`src/rtl/fifo_ram_array.sv`:
```
// fifo_ram_array: DEPTH x DATA_LEN register array, one write port, one
// combinational read port. Contents are never reset.
// Ports:
//   clk          clock, rising edge
//   we           write enable
//   waddr/wdata  write address / payload
//   raddr        read address
//   rdata        mem[raddr], combinational
module fifo_ram_array #(
    parameter int unsigned DATA_LEN = 32,
    parameter int unsigned DEPTH    = 16,
    parameter int unsigned AW       = 4
) (
    input  logic                clk,
    input  logic                we,
    input  logic [AW-1:0]       waddr,
    input  logic [DATA_LEN-1:0] wdata,
    input  logic [AW-1:0]       raddr,
    output logic [DATA_LEN-1:0] rdata
);

    logic [DATA_LEN-1:0] mem_q [DEPTH];

    // Storage write; no reset so the array maps onto plain flops or a regfile.
    always_ff @(posedge clk) begin
        if (we) begin
            mem_q[waddr] <= wdata;
        end
    end

    assign rdata = mem_q[raddr];

endmodule

```
`src/rtl/fifo_hs_flush.sv`:
```
// fifo_hs_flush: synchronous FIFO with valid/ready handshakes on both sides,
// synchronous flush, occupancy count, almost-full/almost-empty thresholds and
// a sticky overflow/underflow error flag. Read side is first-word-fall-through.
// Ports:
//   clk, rstn            clock (rising edge), async active-low reset
//   flush                discard all entries next cycle
//   in_valid/in_ready    write handshake; in_ready = ~full
//   in_data              write payload
//   out_valid/out_ready  read handshake; out_valid = ~empty
//   out_data             head entry, FLUSH_DATA when empty
//   count                occupancy 0..DEPTH
//   full, empty          status
//   almost_full          count >= AFULL_TH
//   almost_empty         count <= AEMPTY_TH
//   err                  sticky overflow/underflow flag
//   err_clr              synchronous clear of err
module fifo_hs_flush #(
    parameter int unsigned                DATA_LEN   = 32,
    parameter int unsigned                ADDR_WIDTH = 4,
    parameter logic [DATA_LEN-1:0]        FLUSH_DATA = '0,
    parameter int                         AFULL_TH   = int'(2 ** ADDR_WIDTH) - 2,
    parameter int                         AEMPTY_TH  = 1
) (
    input  logic                  clk,
    input  logic                  rstn,
    input  logic                  flush,
    input  logic                  in_valid,
    output logic                  in_ready,
    input  logic [DATA_LEN-1:0]   in_data,
    output logic                  out_valid,
    input  logic                  out_ready,
    output logic [DATA_LEN-1:0]   out_data,
    output logic [ADDR_WIDTH:0]   count,
    output logic                  full,
    output logic                  empty,
    output logic                  almost_full,
    output logic                  almost_empty,
    output logic                  err,
    input  logic                  err_clr
);

    localparam int unsigned DEPTH = 2 ** ADDR_WIDTH;
    localparam int unsigned PW    = ADDR_WIDTH + 1;
    // Array address width; a depth-1 FIFO still needs a 1-bit address port.
    localparam int unsigned AW    = (ADDR_WIDTH > 0) ? ADDR_WIDTH : 1;
    localparam logic [AW-1:0] ADDR_MASK = AW'(DEPTH - 1);

    logic [PW-1:0]       wptr_q, wptr_d;
    logic [PW-1:0]       rptr_q, rptr_d;
    logic                err_q,  err_d;

    logic                push_c, pop_c;
    logic                ovf_c,  unf_c;
    logic [AW-1:0]       waddr_c, raddr_c;
    logic [DATA_LEN-1:0] rdata_c;

    // Low address bits of each pointer; the MSB is the wrap bit.
    assign waddr_c = AW'(wptr_q) & ADDR_MASK;
    assign raddr_c = AW'(rptr_q) & ADDR_MASK;

    // Status derived purely from the pointer flops.
    assign empty        = (wptr_q == rptr_q);
    assign full         = (wptr_q[PW-1] != rptr_q[PW-1]) && (waddr_c == raddr_c);
    assign count        = wptr_q - rptr_q;
    assign in_ready     = ~full;
    assign out_valid    = ~empty;
    assign almost_full  = (int'(count) >= AFULL_TH);
    assign almost_empty = (int'(count) <= AEMPTY_TH);
    assign err          = err_q;
    assign out_data     = empty ? FLUSH_DATA : rdata_c;

    assign push_c = in_valid & in_ready & ~flush;
    assign pop_c  = out_valid & out_ready & ~flush;

    // A push offered while full is not flagged when a pop drains the FIFO in
    // the same cycle; the producer simply retries once in_ready rises.
    assign ovf_c  = in_valid & full & ~out_ready & ~flush;
    assign unf_c  = out_ready & empty & ~flush;

    // Next-state for pointers and error flag.
    always_comb begin
        wptr_d = wptr_q;
        rptr_d = rptr_q;
        err_d  = err_q;
        if (flush) begin
            wptr_d = '0;
            rptr_d = '0;
        end else begin
            if (push_c) begin
                wptr_d = wptr_q + PW'(1);
            end
            if (pop_c) begin
                rptr_d = rptr_q + PW'(1);
            end
        end
        // Set has priority over clear; flush leaves err untouched.
        if (err_clr) begin
            err_d = 1'b0;
        end
        if (ovf_c || unf_c) begin
            err_d = 1'b1;
        end
    end

    always_ff @(posedge clk or negedge rstn) begin
        if (!rstn) begin
            wptr_q <= '0;
            rptr_q <= '0;
            err_q  <= 1'b0;
        end else begin
            wptr_q <= wptr_d;
            rptr_q <= rptr_d;
            err_q  <= err_d;
        end
    end

    fifo_ram_array #(
        .DATA_LEN (DATA_LEN),
        .DEPTH    (DEPTH),
        .AW       (AW)
    ) u_ram (
        .clk   (clk),
        .we    (push_c),
        .waddr (waddr_c),
        .wdata (in_data),
        .raddr (raddr_c),
        .rdata (rdata_c)
    );

endmodule

```
`config.mk`:
```
export PLATFORM = sky130hd
export DESIGN_NAME = fifo_hs_flush
export DESIGN_NICKNAME = d
export VERILOG_FILES = /design/src/rtl/fifo_ram_array.sv /design/src/rtl/fifo_hs_flush.sv
export SDC_FILE = /design/constraint.sdc
export NUM_CORES = 1
export LEC_CHECK = 0
export BUFFER_PORTS_ARGS = -buffer_cell sky130_fd_sc_hd__buf_2
export CELL_PAD_IN_SITES_DETAIL_PLACEMENT = 1
export CELL_PAD_IN_SITES_GLOBAL_PLACEMENT = 2
export CORE_ASPECT_RATIO = 1.4
export CORE_MARGIN = 2
export CORE_UTILIZATION = 30
export DETAILED_ROUTE_END_ITERATION = 8
export GPL_TIMING_DRIVEN = 0
export PLACE_DENSITY = 0.62
export SLEW_MARGIN = 20
export SYNTH_ARGS = -nofsm -noshare
export SYNTH_HDL_FRONTEND = slang
export SYNTH_SLANG_ARGS = --single-unit
export TNS_END_PERCENT = 1
```
`constraint.sdc`:
```
create_clock -name clk -period 4.8 [get_ports clk]
set_input_delay 0.72 -clock clk [delete_from_list [all_inputs] [get_ports clk]]
set_output_delay 0.72 -clock clk [all_outputs]
set_load 0.01 [all_outputs]
```
==> results_dict.tcl <==
set metrics [dict create \
    finalHoldViolations 0 \
    route.vias.total 9819 \
    drc 0 \
    gp_congestion 0.701 \
    multi_input_area_um2 4560 \
    core_um2 67600 \
    ys_async_sr_fraction 0.0210 \
    met3_length_mm 1.62 \
    finalCriticalPeriod_ps 4570 \
    drv_cap 0 \
    root_buffer "clkbuf_16" \
    r2r_slack_ps 710 \
    fmax_mhz 219 \
    grt_usage 0.148 \
    rows 113 \
    setup-violations-final 0 \
    critPathCapture "out_data[3]" \
    syn_nets 1014 \
    p_leak_nw 7.85 \
    cp_max_fo 10 \
    seq_area_um2 15700 \
    avgSynthCellArea_um2 21.1 \
    fin_skew_ps 17.2 \
    setup.worst_path.end_class "output pin" \
    synth.cell_area_um2 20400 \
    cts_buffer_depth 3 \
    fin_nets 1187 \
    synth_edf_count 512 \
    timing.final.crit_share 0.952 \
    ir_drop_mv 0.242 \
    wl_met2_mm 27.1 \
    maxSlewHeadroom 0.342 \
    drtIter0Drc 791 \
    r2r_end "u_ram.mem_q[2][22]" \
    routed_wl_mm 50.7 \
    worst_ep_required_time_ps 4080 \
    ff2ff_path_depth 11 \
    max_slew.worst_pin.slew_ps 987 \
    postRouteAntennaNets 0 \
    htreeDepth 2 \
    gr-total-overflow 0 \
    ios 82 \
    ys_warn_count 0 \
    post_synth_inst_count 966 \
    antenna_found_initial 2 \
    ys_ff_latch 523 \
    die_w_um 224 \
    numCtsBuffers 49 \
    startpoint "rptr_q[2]" \
    numPortBuffers 81 \
    clkSinkCount 523 \
    setup_tns_ps 0 \
    highest_layer "met5" \
    power_density_nw_per_um2 429 \
    status "finished clean" \
    ys_seq_area_frac 0.769 \
    drive_gt1_frac 0.324 \
    grt_max_degree 18 \
    layout_commonest_cell "edfxtp_1" \
    yosysUniqueCellTypes 44 \
    reg2reg_from "rptr_q[2]" \
    rsz0062_at_grt "false" \
    dp_hpwl_mm 35.0 \
    clkSlewWorstSetupHoldPaths_ps 60 \
    die_h_um 312 \
    syn2layout_area_growth_pct 19.6 \
    grt_first_pass_wirelength_mm 75.9 \
    grt_pass1_vias 11100 \
    initial_utilization 0.301 \
    layout.core_utilization 0.360 \
    clock_latency_ps 590 \
    crit_path_start_kind "flip-flop" \
    met1Wirelength_mm 20.8 \
    wl_per_cell_um 24.8 \
    num_antenna_cells 0 \
    dieArea_um2 70000 \
    synthFlopType "edfxtp_1" \
    cts_tree "done" \
    crit_arrival_ps 3850 \
    firstDrtPassIters 4 \
    crit_type "reg -> out" \
    layout_common_cells "edfxtp_1 (512), mux4_2 (128), nand2_1 (104)" \
    n_fill_cell 6627 \
    drv_slew 0 \
    hold_path_class "in -> reg" \
    routed_via_density 4.81 \
]
==> what timing repair did <==
action	in CTS	in global routing
gates resized for setup	11	0
hold buffers	1	0
endpoints found under the hold margin	1	0
endpoints found under the setup margin	174	31
pin swaps	1	0
buffers inserted	2	0
==> cell families after synthesis <==
kind of cell / share of synthesized area
adders and majority gates: 0.00651
AOI/OAI and AO/OA: 0.0227
xor gates and xnor gates: 0.00424
and+or+nand+nor: 0.0413
DFF: 0.769
buffers and inverters: 0.0141
muxes: 0.143
==> sequential cells by signal, indices dropped and copies added, names as in the netlist <==
| name | count |
|---|---|
| err | 1 |
| rptr_q | 5 |
| u_ram.mem_q | 512 |
| wptr_q | 5 |
==> worst min path at each step <==
stage	slack (ps)	cells after the start	from	end
floorplan	420	0	rstn	err
global placement	520	2	err	err
detailed placement	540	2	err	err
CTS	320	2	err_clr	err
global route	320	2	err_clr	err
finish	340	2	err_clr	err
==> synth_stat cells (3+ instances only) <==
library cell,n,area share
a221o_1,32,0.016
nor2_1,22,0.0041
a21oi_1,4,0.00098
buf_4,7,0.0026
nor3_1,4,0.00098
inv_1,13,0.0024
buf_2,17,0.0042
nand2_1,104,0.019
nand3_1,3,0.00074
xnor2_1,5,0.0022
xor2_1,3,0.0013
nor2b_1,23,0.0071
buf_1,3,0.00055
edfxtp_1,512,0.76
o21ai_0,5,0.0012
or3_1,3,0.00092
clkbuf_1,21,0.0039
ha_1,9,0.0055
and2b_2,8,0.0034
mux4_2,128,0.14
dfrtp_1,11,0.014
==> where the power goes <==
group          internal [mW]  total, mW  switching (mW)  leakage (nW)
clock                   2.16       3.84            1.68         0.760
sequential              5.05       5.07          0.0167          4.76
combinational          0.688       1.55           0.861          2.33
total                   7.90       10.5            2.56          7.85
==> layer usage <==
| metal | vias up | global-route usage |
|---|---|---|
| met5 | - | 0 |
| met4 | 4 | 0.0427 |
| met3 | 66 | 0.0171 |
| met2 | 192 | 0.269 |
| met1 | 5253 | 0.186 |
| li1 | 4304 | - |
==> metrics by stage <==
step           cell area, um^2  hold slack, ps  power [mW]  setup slack (ps)  cells
2_1_floorplan            20400             424        6.16             -17.3    966
3_3_place_gp             21900             516        6.73             -4080   1909
3_5_place_dp             22700             539        6.76              -515   1949
4_1_cts                  24400             316        10.6              48.9   2041
5_1_grt                  24300             323        10.8              50.0   2040
6_report                 24300             342        10.5               232   2040
==> layout make-up <==
class / count / share of cell area
Sequential cell: 523 / 0.643
Clock buffer: 60 / 0.0521
Multi-Input combinational cell: 381 / 0.187
Inverter: 13 / 0.00216
Timing Repair Buffer: 124 / 0.0493
Buffer: 47 / 0.0101
Clock inverter: 30 / 0.0122
Tap cell: 862 / 0.0443
==> critical path: stages (launching register included) <==
cell and delay (ps):
dfrtp_1 560, buf_4 300, buf_4 280, inv_1 110, ha_1 390, nand4_2 270
o211ai_4 370, clkbuf_4 320, nor2b_1 130, a221o_1 340, buf_2 170
No activity file was read; power rests on OpenSTA's default activity.
